File: src/rtl/decode_stage.sv
// Decode stage: register file with write-through bypass, immediate generation,
// main control decode, load-use hazard detection and the ID/EX pipeline register.
module decode_stage #(
  parameter int unsigned XLEN = 32,
  parameter int unsigned NREG = 32
) (
  input  logic            clk,
  input  logic            reset,
  input  logic [31:0]     ifidINST,
  input  logic [XLEN-1:0] ifidPc,
  input  logic            flush,
  input  logic            wbWrite,
  input  logic [4:0]      wbRd,
  input  logic [XLEN-1:0] wbData,
  output logic            pcStall,
  output logic            ifidStall,
  output logic [XLEN-1:0] idexPc,
  output logic [XLEN-1:0] idexRs1Data,
  output logic [XLEN-1:0] idexRs2Data,
  output logic [XLEN-1:0] idexImm,
  output logic [4:0]      idexRs1,
  output logic [4:0]      idexRs2,
  output logic [4:0]      idexRd,
  output logic [2:0]      idexFunct3,
  output logic            idexFunct7b5,
  output logic            idexRegWrite,
  output logic            idexMemRead,
  output logic            idexMemWrite,
  output logic            idexMemToReg,
  output logic            idexBranch,
  output logic            idexJump,
  output logic            idexAluSrc,
  output logic [1:0]      idexAluOp
);

  localparam logic [6:0] OpR     = 7'b0110011;
  localparam logic [6:0] OpIAlu  = 7'b0010011;
  localparam logic [6:0] OpLoad  = 7'b0000011;
  localparam logic [6:0] OpStore = 7'b0100011;
  localparam logic [6:0] OpBr    = 7'b1100011;
  localparam logic [6:0] OpLui   = 7'b0110111;
  localparam logic [6:0] OpJal   = 7'b1101111;

  logic [XLEN-1:0] rf [NREG];

  logic [6:0]      opcode;
  logic [4:0]      rs1_idx, rs2_idx, rd_idx;
  logic            uses_rs1, uses_rs2;
  logic            reg_write, mem_read, mem_write, mem_to_reg, branch, jump, alu_src;
  logic [1:0]      alu_op;
  logic [31:0]     imm32;
  logic [XLEN-1:0] imm;
  logic [XLEN-1:0] rs1_data, rs2_data;
  logic            hit_rs1, hit_rs2, load_use, bubble;

  assign opcode  = ifidINST[6:0];
  assign rs2_idx = ifidINST[24:20];
  assign rd_idx  = ifidINST[11:7];
  assign imm     = XLEN'(signed'(imm32));

  // Main control and immediate decode; unknown opcodes decode to a bubble.
  always_comb begin
    reg_write  = 1'b0;
    mem_read   = 1'b0;
    mem_write  = 1'b0;
    mem_to_reg = 1'b0;
    branch     = 1'b0;
    jump       = 1'b0;
    alu_src    = 1'b0;
    alu_op     = 2'b00;
    imm32      = '0;
    uses_rs1   = 1'b0;
    uses_rs2   = 1'b0;
    rs1_idx    = ifidINST[19:15];
    case (opcode)
      OpR: begin
        reg_write = 1'b1;
        alu_op    = 2'b10;
        uses_rs1  = 1'b1;
        uses_rs2  = 1'b1;
      end
      OpIAlu: begin
        reg_write = 1'b1;
        alu_src   = 1'b1;
        alu_op    = 2'b11;
        imm32     = {{20{ifidINST[31]}}, ifidINST[31:20]};
        uses_rs1  = 1'b1;
      end
      OpLoad: begin
        reg_write  = 1'b1;
        mem_read   = 1'b1;
        mem_to_reg = 1'b1;
        alu_src    = 1'b1;
        imm32      = {{20{ifidINST[31]}}, ifidINST[31:20]};
        uses_rs1   = 1'b1;
      end
      OpStore: begin
        mem_write = 1'b1;
        alu_src   = 1'b1;
        imm32     = {{20{ifidINST[31]}}, ifidINST[31:25], ifidINST[11:7]};
        uses_rs1  = 1'b1;
        uses_rs2  = 1'b1;
      end
      OpBr: begin
        branch   = 1'b1;
        alu_op   = 2'b01;
        imm32    = {{19{ifidINST[31]}}, ifidINST[31], ifidINST[7], ifidINST[30:25],
                    ifidINST[11:8], 1'b0};
        uses_rs1 = 1'b1;
        uses_rs2 = 1'b1;
      end
      OpLui: begin
        reg_write = 1'b1;
        alu_src   = 1'b1;
        imm32     = {ifidINST[31:12], 12'b0};
        // LUI has no source register; force x0 so the operand reads as zero.
        rs1_idx   = 5'd0;
      end
      OpJal: begin
        jump      = 1'b1;
        reg_write = 1'b1;
        imm32     = {{11{ifidINST[31]}}, ifidINST[31], ifidINST[19:12], ifidINST[20],
                     ifidINST[30:21], 1'b0};
      end
      default: ;
    endcase
  end

  // Register file reads with write-through bypass; x0 always reads zero.
  always_comb begin
    rs1_data = '0;
    rs2_data = '0;
    if (rs1_idx != 5'd0) begin
      rs1_data = (wbWrite && wbRd == rs1_idx) ? wbData : rf[rs1_idx];
    end
    if (rs2_idx != 5'd0) begin
      rs2_data = (wbWrite && wbRd == rs2_idx) ? wbData : rf[rs2_idx];
    end
  end

  // Load-use detection against the load currently in ID/EX; flush wins over stall.
  always_comb begin
    hit_rs1   = uses_rs1 && (idexRd == rs1_idx);
    hit_rs2   = uses_rs2 && (idexRd == rs2_idx);
    load_use  = idexMemRead && (idexRd != 5'd0) && (hit_rs1 || hit_rs2);
    pcStall   = load_use && !flush;
    ifidStall = load_use && !flush;
    bubble    = flush || load_use;
  end

  // Register file write port from write-back; x0 is never written.
  always_ff @(posedge clk or posedge reset) begin
    if (reset) begin
      for (int i = 0; i < int'(NREG); i++) rf[i] <= '0;
    end else if (wbWrite && wbRd != 5'd0) begin
      rf[wbRd] <= wbData;
    end
  end

  // ID/EX pipeline register; a bubble zeroes control but still latches data fields.
  always_ff @(posedge clk or posedge reset) begin
    if (reset) begin
      idexPc       <= '0;
      idexRs1Data  <= '0;
      idexRs2Data  <= '0;
      idexImm      <= '0;
      idexRs1      <= '0;
      idexRs2      <= '0;
      idexRd       <= '0;
      idexFunct3   <= '0;
      idexFunct7b5 <= 1'b0;
      idexRegWrite <= 1'b0;
      idexMemRead  <= 1'b0;
      idexMemWrite <= 1'b0;
      idexMemToReg <= 1'b0;
      idexBranch   <= 1'b0;
      idexJump     <= 1'b0;
      idexAluSrc   <= 1'b0;
      idexAluOp    <= 2'b00;
    end else begin
      idexPc       <= ifidPc;
      idexRs1Data  <= rs1_data;
      idexRs2Data  <= rs2_data;
      idexImm      <= imm;
      idexRs1      <= rs1_idx;
      idexRs2      <= rs2_idx;
      idexRd       <= rd_idx;
      idexFunct3   <= ifidINST[14:12];
      idexFunct7b5 <= ifidINST[30];
      idexRegWrite <= reg_write  && !bubble;
      idexMemRead  <= mem_read   && !bubble;
      idexMemWrite <= mem_write  && !bubble;
      idexMemToReg <= mem_to_reg && !bubble;
      idexBranch   <= branch     && !bubble;
      idexJump     <= jump       && !bubble;
      idexAluSrc   <= alu_src    && !bubble;
      idexAluOp    <= bubble ? 2'b00 : alu_op;
    end
  end

endmodule
File: config.mk
export PLATFORM = sky130hd
export DESIGN_NAME = decode_stage
export DESIGN_NICKNAME = d
export VERILOG_FILES = /design/src/rtl/decode_stage.sv
export SDC_FILE = /design/constraint.sdc
export NUM_CORES = 2
export LEC_CHECK = 0
export ABC_AREA = 1
export BUFFER_PORTS_ARGS = -buffer_cell sky130_fd_sc_hd__buf_2
export CORE_UTILIZATION = 28
export CTS_CLUSTER_SIZE = 40
export DETAILED_ROUTE_END_ITERATION = 16
export GPL_ROUTABILITY_DRIVEN = 1
export SLEW_MARGIN = 25
export SYNTH_ARGS = -nofsm -noshare
export SYNTH_HDL_FRONTEND = slang
export SYNTH_SLANG_ARGS = --single-unit
File: constraint.sdc
create_clock -name clk -period 35 [get_ports clk]
set_input_delay 1.75 -clock clk [delete_from_list [all_inputs] [get_ports clk]]
set_output_delay 1.75 -clock clk [all_outputs]
set_load 0.05 [all_outputs]
==> results by group <==
Run status
  – Status: completed

Detailed routing
  – WL/cell: 24.40 um
  – Vias/cell: 5.742
  – Pre-antenna DRT Iters: 9
  – Iteration-0 DRC Markers: 9183
  – Residual DRC: 0
  – Routed via count: 62050
  – Routed wire length: 263.7 mm
  – Post-route ant nets: 0

Yosys
  – Synthesized area: 0.06134 mm^2
  – Synthesized Nets: between 8000 and 9000
  – Synth async-reset ratio: 100.0%
  – Mapped Cells: 8127
  – Top cells by area, synth: dfrtp_1 48%, o21ai_0 13%, nand3_1 12%, nand2_1 11%, nor2_1 3.8%
  – Sequential element share of the synthesized area: 48.10%
  – Post-synth EDFFs: 0
  – Yosys top cell area share: between 40% and 50%
  – Avg Inst Size Synth: 7.548 um^2
  – Flops & latches, synth: 1179
  – Cell taking the most area after synthesis: dfrtp_1
  – Top FF cell, synth: dfrtp_1
  – Netlist cell types: 38
  – YS warnings: 0

Floorplan
  – Die width: 470.1 um
  – # IOs: 263
  – Die area: roughly 0.22 mm^2
  – Initial core utilization: 28.22%
  – Area of the core: around 0.22 mm^2
  – # rows: 171
  – Chip Height: 470.1 um

Power and ir drop
  – Internal power: 0.002678 W
  – P per Cell Area: 57.54 mW/mm^2
  – Clk pwr share: a little under two fifths
  – Sw power: between 0.001 and 0.0015 W
  – Gate power share: 18.3%
  – Net Sw Frac: ~33%
  – Flop pwr share: 44.8%
  – Post-layout power: 0.003974 W
  – Leakage: 30.56 nW
  – Worst vdd ir: between 0.00005 and 0.00006 V

STA
  – Clock skew: ~32 ps
  – Worst slew pin tran: 1231 ps
  – Setup_tns: 0 ps
  – Final Hold Viols: 0
  – Worst slew margin: between 10% and 20%
  – Fmax: 0.1492 GHz
  – Clock period minus worst slack: between 6000 and 7000 ps
  – Fin. max-slew vios: 0
  – Final setup viols: 0
  – Tcrit/Tclk final: 19.15%
  – Unrepaired setup endpoints after global routing: no

Flow run
  – Max-cap violations: 0

CTS
  – CTS Hold Bufs: 0
  – CTS Root Cell: clkbuf_16
  – Num Clock Sinks: around 1200
  – CTS Buf Count: 136
  – Clock slew at reported path FFs: 60 ps
  – Post-CTS setup buffer count: 0
  – Bufs on Longest Clock Path: 3
  – Clock Latency Late Sink: approximately 830 ps
  – Post-cts sizing count: 0
  – CTS tree: yes
  – CTS H-tree lvls: 4

Place
  – Final HPWL from detailed placement: ~140 mm
  – Placed inst area: 0.06439 mm^2
  – Global placement routability congestion: 0.8777
  – Port bufs: 262

Critical path
  – Required time of the critical path: 33250 ps
  – Critical Path Max Stage Delay: 960 ps
  – Slowest stage cell, crit path: nand2_8
  – Setup crit start kind: primary input
  – Worst-path cell chain: buf_2 -> inv_1 -> nand2_1 -> nor2_1 -> nand2_8 -> nand2_8 -> o21ai_0 -> nor2_1 -> nand3_1 -> nand2_1 -> nand2_1 -> nor2_1 -> buf_2
  – Critical Path End Type: output port
  – Crit Path Class: primary input to output port
  – Worst Path Max Fanout: 114
  – Critical Path AT: 4950 ps
  – Crit path buf inv count: 3
  – Largest delay share family, worst path: simple AND/OR/NAND/NOR gates

Cells and area
  – Post-Layout Inst Area: 0.06907 mm^2
  – Most frequent cells in the layout: 1689 x nand2_1, 1543 x o21ai_0, 1504 x nand3_1
  – Commonest non-fill, non-tap cell in the layout: nand2_1
  – Area grow syn2layout: 12.60%
  – # nets final: 7938
  – Share of layout cells above drive strength 1: 8.300%
  – # fillers: around 23000

GRT
  – Vias in the first global route: 58540
  – GRT overflow: 0
  – Largest net degree at the start of global routing: 193
  – GR Util All Layers: between 20% and 30%
  – First-pass GRT wire length: 387.9 mm
  – Initial antenna violation count: 13

Min path
  – Worst hold-check path type: flip-flop to flip-flop
==> stage by stage <==
step	std cells	setup slack, ps	utilization, %	hold slack (ps)
floorplan	8127	38.84	-	445.1
global placement	10540	28040	29.55	381.1
detailed placement	10550	27960	29.62	385.9
CTS	10790	28340	31.70	399.4
global route	10800	28060	31.77	409.2
finish	10810	28300	31.78	398.2
==> metal layers <==
metal	GRT usage, %	share of wire, %	vias up
li1	-	-	27070
met1	27.84	38	29780
met2	36.23	45	4231
met3	5.288	10	956
met4	16.12	7.3	4
met5	0	0.0072	-
==> flip-flops by register name, indices dropped and copies added, names as in the netlist <==
register / flops
idexAluOp: 2
idexAluSrc: 1
idexBranch: 1
idexFunct3: 3
idexFunct7b5: 1
idexImm: 32
idexJump: 1
idexMemToReg: 1
idexMemWrite: 1
idexPc: 32
idexRd: 5
idexRegWrite: 1
idexRs1: 5
idexRs1Data: 32
idexRs2: 5
idexRs2Data: 32
rf: 1024
==> worst reg2reg max path, stage by stage, from the launching register on <==
cell and delay, ps:
dfrtp_1 400, o21ai_0 170, o22ai_1 100, o21ai_0 250
mux2i_1 140, o21ai_0 850, a21oi_1 240
==> cell families after synthesis <==
family                    after synthesis  synth area share (%)
xor gates and xnor gates                8                0.1142
buffers and inverters                1033                 6.760
DFF                                  1179                 48.10
AOI/OAI and AO/OA                    2031                 18.06
and+or+nand+nor                      3875                 26.96
muxes                                   1               0.01632
==> power groups by stage <==
stage	registers, W	logic (W)	clock network [W]
3_5_place_dp	0.00179	0.000715	0
4_1_cts	0.00177	0.000715	0.00149
5_1_grt	0.00180	0.000811	0.00154
2_1_floorplan	0.00179	0.000478	0
3_3_place_gp	0.00178	0.000696	0
6_report	0.00178	0.000726	0.00147
==> synth_stat cells (2+ instances only) <==
library cell and n:
o22ai_1 95, buf_4 4, o21a_1 3, o21ai_1 25, inv_1 217, nor4_1 2
nand3_1 1505, buf_1 80, a31oi_1 3, o211a_1 5, nor3_1 12, clkbuf_1 521
nor3_2 2, a221oi_1 3, o21ai_0 1543, o2111ai_1 41, xor2_1 7, nand2_2 5
buf_2 203, nor2_1 620, nor4_4 2, and3_1 2, o211ai_1 162, nand4_1 3
a21oi_1 101, o221ai_1 48, dfrtp_1 1179, inv_2 7, nand2_1 1718
==> area by class of cell <==
class	count	area (um^2)	share of cell area [%]
clock buffer	194	3913	5.664
inverter	225	882.1	1.277
sequential	1179	29500	42.71
multi-input combinational	5915	28130	40.73
timing repair buffer	376	2421	3.505
clock inverter	51	619.3	0.8966
antenna	12	30.03	0.04347
tap	2854	3571	5.170
==> path summary, 6_finish.rpt <==
| kind | from | to | slack, ps | depth (start not counted) |
|---|---|---|---|---|
| min in group asynchronous | reset | rf[177] | 1100 | 2 |
| min | rf[995] | rf[995] | 400 | 0 |
| max in group asynchronous | reset | rf[806] | 29220 | 7 |
| max reg2reg | rf[823] | idexRs2Data[23] | 32660 | 6 |
| max | ifidINST[3] | pcStall | 28300 | 13 |
| min reg2reg | rf[995] | rf[995] | 400 | 0 |
(Power assumes the default switching activity.)
